===== config.mk =====
export PLATFORM = sky130hd
export DESIGN_NAME = dpu_sequencer
export DESIGN_NICKNAME = d
export VERILOG_FILES = /design/src/rtl/dpu_sequencer_pkg.sv /design/src/rtl/dpu_seq_slot_table.sv /design/src/rtl/dpu_sequencer.sv
export SDC_FILE = /design/constraint.sdc
export NUM_CORES = 1
export LEC_CHECK = 0
export ABC_AREA = 1
export BUFFER_PORTS_ARGS = -buffer_cell sky130_fd_sc_hd__buf_2
export CAP_MARGIN = 20
export CORE_ASPECT_RATIO = 0.75
export CORE_UTILIZATION = 45
export CTS_CLUSTER_SIZE = 20
export DETAILED_ROUTE_END_ITERATION = 10
export PLACE_DENSITY = 0.75
export SETUP_SLACK_MARGIN = 0.1
export SLEW_MARGIN = 0
export SYNTH_ARGS = -nofsm -noshare
export SYNTH_HDL_FRONTEND = slang
export SYNTH_SLANG_ARGS = --single-unit

===== constraint.sdc =====
create_clock -name clk -period 2.3 [get_ports clk]
set_input_delay 0.23 -clock clk [delete_from_list [all_inputs] [get_ports clk]]
set_output_delay 0.23 -clock clk [all_outputs]
set_load 0.03 [all_outputs]

===== src/rtl/dpu_sequencer_pkg.sv =====
// Shared types and default widths for the DPU run-time sequencer.
// Covers the control FSM states plus the slot and program bundles.
package dpu_sequencer_pkg;

    localparam int DPU_NUM_STATES = 4;
    localparam int DPU_DELAY_W    = 3;
    localparam int DPU_MODE_W     = 6;
    localparam int DPU_IMM_W      = 8;
    localparam int DPU_ITER_W     = 6;
    localparam int DPU_IDX_W      = $clog2(DPU_NUM_STATES);

    typedef enum logic {
        S_IDLE = 1'b0,
        S_RUN  = 1'b1
    } seq_state_e;

    typedef struct packed {
        logic [DPU_MODE_W-1:0] mode;
        logic [DPU_IMM_W-1:0]  imm;
    } slot_t;

    typedef struct packed {
        logic [(DPU_NUM_STATES-1)*DPU_DELAY_W-1:0] delays;
        logic [DPU_IDX_W-1:0]                      last;
        logic [DPU_ITER_W-1:0]                     iter;
    } prog_t;

endpackage


===== src/rtl/dpu_seq_slot_table.sv =====
// Per-state mode/immediate register file for the DPU sequencer.
// One synchronous write port, one combinational read port.
module dpu_seq_slot_table
    import dpu_sequencer_pkg::*;
#(
    parameter int NUM_STATES = DPU_NUM_STATES,
    parameter int MODE_WIDTH = DPU_MODE_W,
    parameter int IMM_WIDTH  = DPU_IMM_W,
    localparam int IW        = $clog2(NUM_STATES)
) (
    input  logic                  clk,
    input  logic                  rst_n,
    input  logic                  we_i,
    input  logic [IW-1:0]         wr_idx_i,
    input  logic [MODE_WIDTH-1:0] wr_mode_i,
    input  logic [IMM_WIDTH-1:0]  wr_imm_i,
    input  logic [IW-1:0]         rd_idx_i,
    output logic [MODE_WIDTH-1:0] rd_mode_o,
    output logic [IMM_WIDTH-1:0]  rd_imm_o
);

    logic [MODE_WIDTH-1:0] mode_q [NUM_STATES];
    logic [IMM_WIDTH-1:0]  imm_q  [NUM_STATES];

    always_ff @(posedge clk) begin
        if (!rst_n) begin
            for (int i = 0; i < NUM_STATES; i++) begin
                mode_q[i] <= '0;
                imm_q[i]  <= '0;
            end
        end else if (we_i) begin
            mode_q[wr_idx_i] <= wr_mode_i;
            imm_q[wr_idx_i]  <= wr_imm_i;
        end
    end

    // Read before write: a same-cycle write shows up next cycle.
    assign rd_mode_o = mode_q[rd_idx_i];
    assign rd_imm_o  = imm_q[rd_idx_i];

endmodule


===== src/rtl/dpu_sequencer.sv =====
// DPU run-time sequencer: program registers, dwell/iteration FSM.
// DPU_SEQUENCER_ACC_CLEAR_PER_ITER_EN: acc_clear on every iteration.
module dpu_sequencer
    import dpu_sequencer_pkg::*;
#(
    parameter int NUM_STATES  = DPU_NUM_STATES,
    parameter int DELAY_WIDTH = DPU_DELAY_W,
    parameter int MODE_WIDTH  = DPU_MODE_W,
    parameter int IMM_WIDTH   = DPU_IMM_W,
    parameter int ITER_WIDTH  = DPU_ITER_W,
    localparam int IW         = $clog2(NUM_STATES),
    localparam int PDW        = (NUM_STATES-1)*DELAY_WIDTH
) (
    input  logic                  clk,
    input  logic                  rst_n,
    input  logic                  slot_we,
    input  logic [IW-1:0]         slot_idx,
    input  logic [MODE_WIDTH-1:0] slot_mode,
    input  logic [IMM_WIDTH-1:0]  slot_imm,
    input  logic                  prog_we,
    input  logic [PDW-1:0]        prog_delays,
    input  logic [IW-1:0]         prog_last,
    input  logic [ITER_WIDTH-1:0] prog_iter,
    input  logic                  activate,
    output logic                  busy,
    output logic                  done,
    output logic [IW-1:0]         state,
    output logic [MODE_WIDTH-1:0] mode,
    output logic [IMM_WIDTH-1:0]  immediate,
    output logic                  acc_clear
);

`ifdef DPU_SEQUENCER_ACC_CLEAR_PER_ITER_EN
    localparam bit CLR_PER_ITER = 1'b1;
`else
    localparam bit CLR_PER_ITER = 1'b0;
`endif

    seq_state_e fsm_q, fsm_d;

    logic [IW-1:0]          idx_q,    idx_d;
    logic [DELAY_WIDTH-1:0] dwell_q,  dwell_d;
    logic [ITER_WIDTH-1:0]  iter_q,   iter_d;
    logic                   clr_q,    clr_d;
    logic                   done_q,   done_d;
    logic [PDW-1:0]         delays_q, delays_d;
    logic [IW-1:0]          last_q,   last_d;
    logic [ITER_WIDTH-1:0]  piter_q,  piter_d;

    logic [IW-1:0]          nxt_idx;
    logic [MODE_WIDTH-1:0]  rd_mode;
    logic [IMM_WIDTH-1:0]   rd_imm;

    // Out-of-range index (the slot past the last delay) reads as 0.
    function automatic logic [DELAY_WIDTH-1:0] delay_of(
        input logic [IW-1:0] s
    );
        delay_of = '0;
        for (int k = 0; k < NUM_STATES-1; k++) begin
            if (s == IW'(k)) delay_of = delays_q[k*DELAY_WIDTH +: DELAY_WIDTH];
        end
    endfunction

    assign nxt_idx = idx_q + IW'(1);

    always_comb begin
        fsm_d    = fsm_q;
        idx_d    = idx_q;
        dwell_d  = dwell_q;
        iter_d   = iter_q;
        clr_d    = 1'b0;
        done_d   = 1'b0;
        delays_d = delays_q;
        last_d   = last_q;
        piter_d  = piter_q;
        unique case (fsm_q)
            S_IDLE: begin
                idx_d = '0;
                if (prog_we) begin
                    delays_d = prog_delays;
                    last_d   = prog_last;
                    piter_d  = prog_iter;
                end else if (activate) begin
                    fsm_d   = S_RUN;
                    dwell_d = (last_q == '0) ? '0 : delay_of('0);
                    iter_d  = piter_q;
                    clr_d   = 1'b1;
                end
            end
            S_RUN: begin
                if (idx_q == last_q) begin
                    if (iter_q != '0) begin
                        iter_d  = iter_q - ITER_WIDTH'(1);
                        idx_d   = '0;
                        dwell_d = (last_q == '0) ? '0 : delay_of('0);
                        clr_d   = CLR_PER_ITER;
                    end else begin
                        fsm_d   = S_IDLE;
                        idx_d   = '0;
                        dwell_d = '0;
                        done_d  = 1'b1;
                    end
                end else if (dwell_q != '0) begin
                    dwell_d = dwell_q - DELAY_WIDTH'(1);
                end else begin
                    idx_d   = nxt_idx;
                    dwell_d = delay_of(nxt_idx);
                end
            end
            default: fsm_d = S_IDLE;
        endcase
    end

    always_ff @(posedge clk) begin
        if (!rst_n) begin
            fsm_q    <= S_IDLE;
            idx_q    <= '0;
            dwell_q  <= '0;
            iter_q   <= '0;
            clr_q    <= 1'b0;
            done_q   <= 1'b0;
            delays_q <= '0;
            last_q   <= '0;
            piter_q  <= '0;
        end else begin
            fsm_q    <= fsm_d;
            idx_q    <= idx_d;
            dwell_q  <= dwell_d;
            iter_q   <= iter_d;
            clr_q    <= clr_d;
            done_q   <= done_d;
            delays_q <= delays_d;
            last_q   <= last_d;
            piter_q  <= piter_d;
        end
    end

    dpu_seq_slot_table #(
        .NUM_STATES (NUM_STATES),
        .MODE_WIDTH (MODE_WIDTH),
        .IMM_WIDTH  (IMM_WIDTH)
    ) u_slots (
        .clk       (clk),
        .rst_n     (rst_n),
        .we_i      (slot_we),
        .wr_idx_i  (slot_idx),
        .wr_mode_i (slot_mode),
        .wr_imm_i  (slot_imm),
        .rd_idx_i  (idx_q),
        .rd_mode_o (rd_mode),
        .rd_imm_o  (rd_imm)
    );

    assign busy      = (fsm_q == S_RUN);
    assign done      = done_q;
    assign state     = idx_q;
    assign acc_clear = clr_q;
    assign mode      = busy ? rd_mode : '0;
    assign immediate = busy ? rd_imm  : '0;

endmodule

==> results of run 1 <==
## worst max-delay path, delay by kind of cell (launching register included)
family	cells	cell delay, ns
AOI/OAI and AO/OA	2	0.29
buffers and inverters	2	0.41
DFF	1	0.50
and+or+nand+nor	1	0.14
## path summary, 6_finish.rpt
| kind | from | endpoint | slack [ns] | depth (start not counted) |
|---|---|---|---|---|
| worst max-delay path | register | immediate[1] | 0.39 | 5 |
| worst min-delay path | prog_iter[5] | piter_q[5] | 0.11 | 3 |
| worst max register to register | busy | iter_q[3] | 0.81 | 6 |
| worst min register to register | piter_q[2] | piter_q[2] | 0.46 | 2 |
## area by class of cell
type | count | area, um2
clock inverter | 7 | 63.8
multi-input combinational | 332 | 1560
timing repair buffer | 63 | 345
clock buffer | 9 | 225
sequential | 89 | 2340
inverter | 48 | 183
tap | 128 | 160
fill | 813 | 4170
## flip-flops by register name, indices dropped and copies added, names as in the netlist, named ones only
| signal | cells |
|---|---|
| u_slots.imm_q | 32 |
| u_slots.mode_q | 24 |
| delays_q | 9 |
| iter_q | 6 |
| piter_q | 6 |
| dwell_q | 3 |
| last_q | 2 |
| state | 2 |
| acc_clear | 1 |
| busy | 1 |
| done | 1 |
## kinds of logic (layout without fill, tap and decap cells)
| logic type | Yosys count | in the layout | share of synthesized area, % |
|---|---|---|---|
| adder cells (fa/ha/maj) | 7 | 7 | 2.09 |
| AND/OR/NAND/NOR | 228 | 228 | 22.8 |
| AO/OA/AOI/OAI | 95 | 95 | 11.8 |
| XOR/XNOR | 2 | 2 | 0.417 |
| buffers and inverters | 68 | 127 | 7.18 |
| flip-flops | 89 | 89 | 55.8 |
## per-layer routing
layer / routed length (um) / GRT usage, % / vias to the layer above
met3: 650 / 5.09 / 10
met4: 95 / 5.26 / 0
li1: - / - / 1710
met2: 4450 / 33.2 / 119
met1: 4220 / 28.0 / 1585
met5: 0 / 0 / -
## per-stage QoR
stage          hold slack (ns)  power [mW]  setup slack, ns  area [um2]
6_report                 0.110        3.81            0.387        4880
5_1_grt                  0.107        3.97            0.259        4880
4_1_cts                  0.112        3.83            0.141        4880
3_5_place_dp             0.463        2.43            0.507        4590
3_3_place_gp             0.446        2.40            0.607        4590
2_1_floorplan            0.365        2.27            0.624        4200
## power by group
| part | total (mW) | switching [mW] | leakage (nW) | internal (mW) |
|---|---|---|---|---|
| clock | 1.41 | 0.659 | 0.130 | 0.755 |
| combinational | 0.520 | 0.355 | 1.16 | 0.165 |
| sequential | 1.88 | 0.0580 | 0.817 | 1.82 |
## layout by cell type (no fill, tap or decap), drive strengths merged
cell and count:
clkbuf 9, xor2 2, a22oi 2, clkinvlp 4, o21ai 57, a31oi 1
nand3 7, dfxtp 33, inv 51, edfxtp 56, o22ai 1, nand2 54
nand3b 1, o21a 1, nor3 4, a21oi 31, ha 7, nor2 156
buf 63, nand4 6, o211ai 2
==> results.json, run 1 <==
{
  "status": "complete, no violations",
  "total_routing_usage_reported_by_global_routing_pct": 20.6,
  "area.growth.synth_to_final_pct": 16.1,
  "finClkSkew_ns": 0.00810,
  "max_cap_violations": 0,
  "post_synth_main_area_contributors": "sky130_fd_sc_hd__edfxtp_1 (40%), sky130_fd_sc_hd__dfxtp_1 (16%), sky130_fd_sc_hd__nor2_1 (14%), sky130_fd_sc_hd__o21ai_0 (5.8%), sky130_fd_sc_hd__nand2_1 (4.0%)",
  "num_antenna_cells": 0,
  "port_buffers": 56,
  "ir_drop_v": 0.000346,
  "cpPeakStageDelay_ns": 0.50,
  "post_synth_edffs": 56,
  "netlist.area_leader.share_pct": 40.0,
  "finalWorstPathRequiredPeriod_ns": 1.91,
  "syn-cell-area_um2": 4200,
  "synth_cell_type_count": 33,
  "globalRoute.totalOverflow": 0,
  "num_io_pins": 57,
  "dieArea_um2": 9730,
  "post_cts.repair.setup_buffers": 0,
  "criticalPathCategory": "reg -> out",
  "via_per_inst": 5.07,
  "cp-end-kind": "output port",
  "final_util_pct": 53.9,
  "crit_arrival_ns": 1.68,
  "grt_antenna_before_repair": 0,
  "synthDominantAreaCellType": "sky130_fd_sc_hd__edfxtp_1",
  "tritoncts.num_buffers": 9,
  "fin_crit_sh_pct": 83.2,
  "finish.cell_count_without_fillers": 676,
  "setup_total_negative_slack_ns": 0,
  "detailedPlacementHpwl_um": 6570,
  "final_layout_size_suffix_gt1_share_pct": 18.8,
  "finalWirelength_um": 9410,
  "grt_pass1_vias": 3292,
  "clk-insertion-delay-late_ns": 0.34,
  "cts_tree": "done",
  "h-tree-depth": 3,
  "setup_viol": 0,
  "synth_sequential_area_ratio_pct": 55.8,
  "worst-path-max-fanout": 15,
  "synth-main-ff-cell": "sky130_fd_sc_hd__edfxtp_1",
  "crit_path_cells": "inv_2, nor2_1, o21ai_0, a21oi_1, buf_2",
  "grt_start_max_net_pins": 29,
  "timing.critical_path.slowest_stage_cell": "sky130_fd_sc_hd__dfxtp_2",
  "cts_hold_buffers": 0,
  "startpoint_type": "register",
  "finalHoldViolCount": 0,
  "rows": 30,
  "total_leakage_power_nw": 2.11,
  "synth.most_common_cell": "sky130_fd_sc_hd__nor2_1",
  "hp-class": "in -> reg",
  "p_per_area_nw_per_um2": 781,
  "floorplan.initialDensity_pct": 46.4,
  "detail_route.iter0.violations": 230,
  "grt_setup_unrepaired": "false",
  "resized_gates_after_cts": 0,
  "timing.max_slew.rel_slack_pct": 48.3,
  "synth.avg_cell_area_um2": 8.59,
  "grt_pass1_wl_um": 15700,
  "fin_nets": 588,
  "place.gp.congestion": 0.869,
  "first_pass_iteration_count_of_the_detailed_router": 7,
  "cts-root-buf": "sky130_fd_sc_hd__clkbuf_16",
  "synthesis.instances": 489,
  "post_synthesis_sequential_element_count": 89,
  "yosys_warnings": 0,
  "floorplan.core_area_um2": 9050,
  "drt-wirelength-per-cell_um": 13.9,
  "syn_nets": 534,
  "cts.path.max_buffers": 2,
  "fmax_ghz": 0.523,
  "chipHeight_um": 85.7,
  "dp.cells": 660,
  "synthTopCellsByCount": "sky130_fd_sc_hd__nor2_1 (153), sky130_fd_sc_hd__edfxtp_1 (56), sky130_fd_sc_hd__o21ai_0 (49), sky130_fd_sc_hd__nand2_1 (45), sky130_fd_sc_hd__inv_1 (42)",
  "postRouteAntennaNets": 0,
  "clkTransAtPathRegs_ns": 0.07,
  "tightestPinTransition_ns": 0.774,
  "die_width_um": 114,
  "synth_async_sr_flop_share_pct": 0,
  "drt_drc_violations_left": 0,
  "cts_sinks": 89,
  "detailroute.via_count": 3424,
  "critical_path_required_ns": 2.07,
  "finalMaxSlewViolations": 0
}
(Power assumes the default switching activity.)
==> run 2, diff against run 1 <==
clock period = 1.85 ns   (was 2.3 ns; I/O delays follow)
==> results.json, run 2 (synthesis gave the netlist of run 1 again) <==
{
  "chipHeight_um": 85.7,
  "cts_sinks": 89,
  "cpPeakStageDelay_ns": 0.38,
  "fillers": 815,
  "max_cap_violations": 0,
  "largest_registers": "u_slots.imm_q: 32 flops, u_slots.mode_q: 24 flops, delays_q: 9 flops",
  "cp.depth": 4,
  "worst-path-max-fanout": 28,
  "clkTransAtPathRegs_ns": 0.06,
  "reg2regPathDepth": 4,
  "floorplan.core_area_um2": 9050,
  "p_per_area_nw_per_um2": 934,
  "final_layout_size_suffix_gt1_share_pct": 19.3,
  "num_io_pins": 57,
  "finalHoldViolCount": 0,
  "fmax_ghz": 0.591,
  "hp-class": "in -> reg",
  "finalMaxSlewViolations": 0,
  "cts-root-buf": "sky130_fd_sc_hd__clkbuf_16",
  "drt-wirelength-per-cell_um": 13.7,
  "finalWirelength_um": 9340,
  "detailedPlacementHpwl_um": 6290,
  "hold_path_depth": 3,
  "grt_setup_unrepaired": "true",
  "grt_pass1_vias": 3405,
  "crit_path_cells": "inv_4, o21ai_0, a21oi_1, buf_2",
  "first_pass_iteration_count_of_the_detailed_router": 4,
  "total_leakage_power_nw": 2.15,
  "layout.cells.most_common": "sky130_fd_sc_hd__nor2_1",
  "num_antenna_cells": 0,
  "fin_crit_sh_pct": 91.5,
  "top_register": "u_slots.imm_q",
  "grt_start_max_net_pins": 29,
  "critPathBufInv": 2,
  "die_width_um": 114,
  "criticalPathCategory": "reg -> out",
  "worst_path_top_cell_family_by_delay": "buffers and inverters",
  "setup_viol": 0,
  "dieArea_um2": 9730,
  "clk-insertion-delay-late_ns": 0.33,
  "floorplan.initialDensity_pct": 46.4,
  "cp-end-kind": "output port",
  "cts_hold_buffers": 0,
  "port_buffers": 56,
  "rows": 30,
  "crit_arrival_ns": 1.51,
  "largest_register_ffs": 32,
  "total_routing_usage_reported_by_global_routing_pct": 21.1,
  "detail_route.iter0.violations": 279,
  "cts.path.max_buffers": 2,
  "ir_drop_v": 0.000498,
  "place.gp.congestion": 0.902,
  "setup_total_negative_slack_ns": 0,
  "h-tree-depth": 3,
  "fin_nets": 595,
  "timing.critical_path.slowest_stage_cell": "sky130_fd_sc_hd__dfxtp_4",
  "startpoint_type": "register",
  "critical_path_required_ns": 1.66,
  "footprint_of_the_multi_input_gates_um2": 1560,
  "detailroute.via_count": 3413,
  "highest_count_cells_in_the_layout_ignoring_fill_and_taps": "sky130_fd_sc_hd__nor2_1 (153), sky130_fd_sc_hd__edfxtp_1 (56), sky130_fd_sc_hd__buf_2 (51), sky130_fd_sc_hd__o21ai_0 (49), sky130_fd_sc_hd__nand2_1 (45)",
  "grt_antenna_before_repair": 0,
  "area.growth.synth_to_final_pct": 17.2,
  "globalRoute.totalOverflow": 0,
  "finalWorstPathRequiredPeriod_ns": 1.69,
  "tightestPinTransition_ns": 0.730,
  "grt_pass1_wl_um": 16000,
  "drt_drc_violations_left": 0,
  "sequential_cell_area_um2": 2350,
  "tritoncts.num_buffers": 9,
  "timing.max_slew.rel_slack_pct": 51.2,
  "postRouteAntennaNets": 0,
  "finClkSkew_ns": 0.00529,
  "via_per_inst": 5.00,
  "cts_tree": "done",
  "report.power.total_mw": 4.59,
  "status": "complete, no violations"
}
-- run 2: where the power goes --
part / switching [mW] / internal [mW]
clock: 0.700 / 0.910
sequential: 0.0644 / 2.26
combinational: 0.444 / 0.216
total: 1.21 / 3.39
-- run 2: routing by layer --
| layer | track usage, % | part of all wire, % | vias to the layer above |
|---|---|---|---|
| met2 | 34.1 | 48 | 99 |
| li1 | - | - | 1719 |
| met1 | 28.8 | 45 | 1588 |
| met4 | 6.58 | 0.73 | 0 |
| met5 | 0 | 0 | - |
| met3 | 3.96 | 6.0 | 7 |
-- run 2: what timing repair did --
| item | CTS | global route |
|---|---|---|
| resized for setup | 3 | 14 |
| pin swaps | 0 | 3 |
| endpoints found under the setup margin | 14 | 13 |
| buffers inserted | 0 | 1 |
| cloned | 0 | 0 |
-- run 2: path summary, 6_finish.rpt --
path                      from            to  slack [ns]
setup / recovery      register  immediate[7]        0.16
setup reg to reg          busy   delays_q[1]        0.37
hold reg to reg    delays_q[8]   delays_q[8]        0.46
hold / removal    prog_iter[0]    piter_q[0]        0.08
-- run 2: final cells by class --
| class | count | share of cell area [%] |
|---|---|---|
| multi-input combinational | 332 | 31.6 |
| inverter | 48 | 3.76 |
| clock buffer | 12 | 4.83 |
| sequential | 89 | 47.7 |
| clock inverter | 4 | 0.432 |
| tap | 128 | 3.25 |
| timing repair buffer | 70 | 8.42 |
-- run 2: worst register-to-register path, cell delays in order, from the launching register on --
cell	delay (ns)
sky130_fd_sc_hd__dfxtp_1	0.32
sky130_fd_sc_hd__nor2_1	0.43
sky130_fd_sc_hd__inv_2	0.28
sky130_fd_sc_hd__o21ai_0	0.26
sky130_fd_sc_hd__a21oi_1	0.07
-- run 2: per-stage QoR --
step | area, um2 | hold WS, ns | utilization (%) | setup slack (ns) | instances
after floorplan | 4200 | 0.320 | - | 0.219 | 489
after global placement | 4620 | 0.410 | 51.1 | 0.321 | 666
after detailed placement | 4620 | 0.412 | 51.1 | 0.295 | 666
after CTS | 4890 | 0.0673 | 54.0 | 0.101 | 682
after global routing | 4920 | 0.0913 | 54.4 | 0.0873 | 683
final | 4920 | 0.0769 | 54.4 | 0.157 | 683
==> run 3, diff against run 2 <==
clock period = 1.97 ns   (was 1.85 ns; I/O delays follow)
==> results.json, run 3 (synthesis gave the netlist of run 1 again) <==
{
  "detailedPlacementHpwl_um": 6370,
  "area.growth.synth_to_final_pct": 17.3,
  "fin_crit_sh_pct": 89.8,
  "p_per_area_nw_per_um2": 919,
  "grt_start_max_net_pins": 29,
  "criticalPathCategory": "reg -> out",
  "setup_viol": 0,
  "worst-path-max-fanout": 7,
  "finalWirelength_um": 9460,
  "highest_count_cells_in_the_layout_ignoring_fill_and_taps": "sky130_fd_sc_hd__nor2_1 (153), sky130_fd_sc_hd__edfxtp_1 (56), sky130_fd_sc_hd__buf_2 (55), sky130_fd_sc_hd__o21ai_0 (49), sky130_fd_sc_hd__nand2_1 (45)",
  "globalRoute.totalOverflow": 0,
  "min_from": "prog_iter[1]",
  "hold_path_depth": 3,
  "crit_path_cells": "buf_4, nor2_1, nor2_1, o21ai_0, a21oi_1, buf_2",
  "startpoint_type": "register",
  "cts_tree": "done",
  "cts_sinks": 89,
  "setup_total_negative_slack_ns": 0,
  "cts-root-buf": "sky130_fd_sc_hd__clkbuf_16",
  "reg2regPathDepth": 4,
  "timing.max_slew.rel_slack_pct": 51.3,
  "floorplan.core_area_um2": 9050,
  "dieArea_um2": 9730,
  "die_width_um": 114,
  "timing.critical_path.slowest_stage_cell": "sky130_fd_sc_hd__dfxtp_4",
  "finalWorstPathRequiredPeriod_ns": 1.77,
  "num_io_pins": 57,
  "h-tree-depth": 3,
  "clk-insertion-delay-late_ns": 0.34,
  "critPathBufInv": 2,
  "first_pass_iteration_count_of_the_detailed_router": 5,
  "grt_pass1_vias": 3368,
  "crit_arrival_ns": 1.57,
  "max_cap_violations": 0,
  "detailroute.via_count": 3468,
  "via_per_inst": 5.09,
  "design_area_um2": 4930,
  "tightestPinTransition_ns": 0.728,
  "port_buffers": 56,
  "drt_drc_violations_left": 0,
  "total_leakage_power_nw": 2.15,
  "grt_antenna_before_repair": 0,
  "floorplan.initialDensity_pct": 46.4,
  "postPlaceCellArea_um2": 4600,
  "worstHoldEndpoint": "piter_q[1]",
  "fin_nets": 593,
  "cts.path.max_buffers": 2,
  "ir_drop_v": 0.000638,
  "hp-class": "in -> reg",
  "place.gp.congestion": 0.829,
  "regToRegStartpoint": "busy",
  "rows": 30,
  "largest_registers": "u_slots.imm_q: 32 flops, u_slots.mode_q: 24 flops, delays_q: 9 flops",
  "postRouteAntennaNets": 0,
  "cpPeakStageDelay_ns": 0.40,
  "grt_setup_unrepaired": "false",
  "finalMaxSlewViolations": 0,
  "detail_route.iter0.violations": 269,
  "fmax_ghz": 0.565,
  "worst_r2r_endpoint": "delays_q[8]",
  "top_register": "u_slots.imm_q",
  "clkTransAtPathRegs_ns": 0.07,
  "worst_path_top_cell_family_by_delay": "flip-flops",
  "cp-end-kind": "output port",
  "drt-wirelength-per-cell_um": 13.9,
  "finClkSkew_ns": 0.00540,
  "final_layout_size_suffix_gt1_share_pct": 19.3,
  "chipHeight_um": 85.7,
  "tritoncts.num_buffers": 9,
  "status": "complete, no violations",
  "num_antenna_cells": 0,
  "largest_register_ffs": 32,
  "finalHoldViolCount": 0,
  "critical_path_required_ns": 1.77,
  "layout.cells.most_common": "sky130_fd_sc_hd__nor2_1",
  "grt_pass1_wl_um": 15800,
  "rrSetupSlack_ns": 0.36,
  "total_routing_usage_reported_by_global_routing_pct": 21.0,
  "timing.critical_path.mode_cell": "sky130_fd_sc_hd__nor2_1"
}
## run 3: worst max path at each step
stage | to | slack, ns | cells past startpoint
after floorplan | immediate[0] | 0.33 | 4
final | immediate[1] | 0.20 | 6
after detailed placement | mode[1] | 0.29 | 6
after global placement | mode[3] | 0.35 | 6
after global routing | delays_q[1] | 0.10 | 4
after CTS | mode[1] | 0.14 | 6
## run 3: worst reg2reg max path, cell delays in order (launching register included)
cell                      delay [ns]
sky130_fd_sc_hd__dfxtp_1        0.37
sky130_fd_sc_hd__nor2_1         0.52
sky130_fd_sc_hd__inv_2          0.31
sky130_fd_sc_hd__o21ai_0        0.23
sky130_fd_sc_hd__a21oi_1        0.05
## run 3: metrics by stage
step                      setup WS [ns]  power, mW  util (%)  hold slack [ns]  instances
after global routing              0.100       4.72      54.5           0.0883        681
final                             0.202       4.53      54.5           0.0800        681
after floorplan                   0.327       2.65         -            0.332        489
after CTS                         0.138       4.55      54.3           0.0714        680
after global placement            0.353       2.80      50.9            0.421        664
after detailed placement          0.293       2.83      50.9            0.427        664
## run 3: repair_timing
action	4_1_cts	5_1_grt
endpoints found under the setup margin	14	4
hold buffers	0	0
gates cloned	0	0
buffers inserted	0	1
resized for setup	3	2
## run 3: metal layers
| layer | up-vias | wire [um] | GRT usage, % |
|---|---|---|---|
| li1 | 1722 | - | - |
| met1 | 1616 | 4400 | 27.7 |
| met2 | 113 | 4410 | 34.8 |
| met3 | 17 | 492 | 3.60 |
| met4 | 0 | 164 | 8.01 |
| met5 | - | 0 | 0 |
## run 3: final cells by class
class	instances	area (um2)
Fill cell	810	4120
Sequential cell	89	2350
Multi-Input combinational cell	332	1560
Timing Repair Buffer	68	377
Clock buffer	9	225
Inverter	48	185
Tap cell	128	160
Clock inverter	7	78.8
## run 3: report_power, final
| part | internal [mW] | total, mW | switching, mW |
|---|---|---|---|
| sequential | 2.12 | 2.18 | 0.0608 |
| combinational | 0.195 | 0.610 | 0.415 |
| clock | 0.996 | 1.74 | 0.740 |
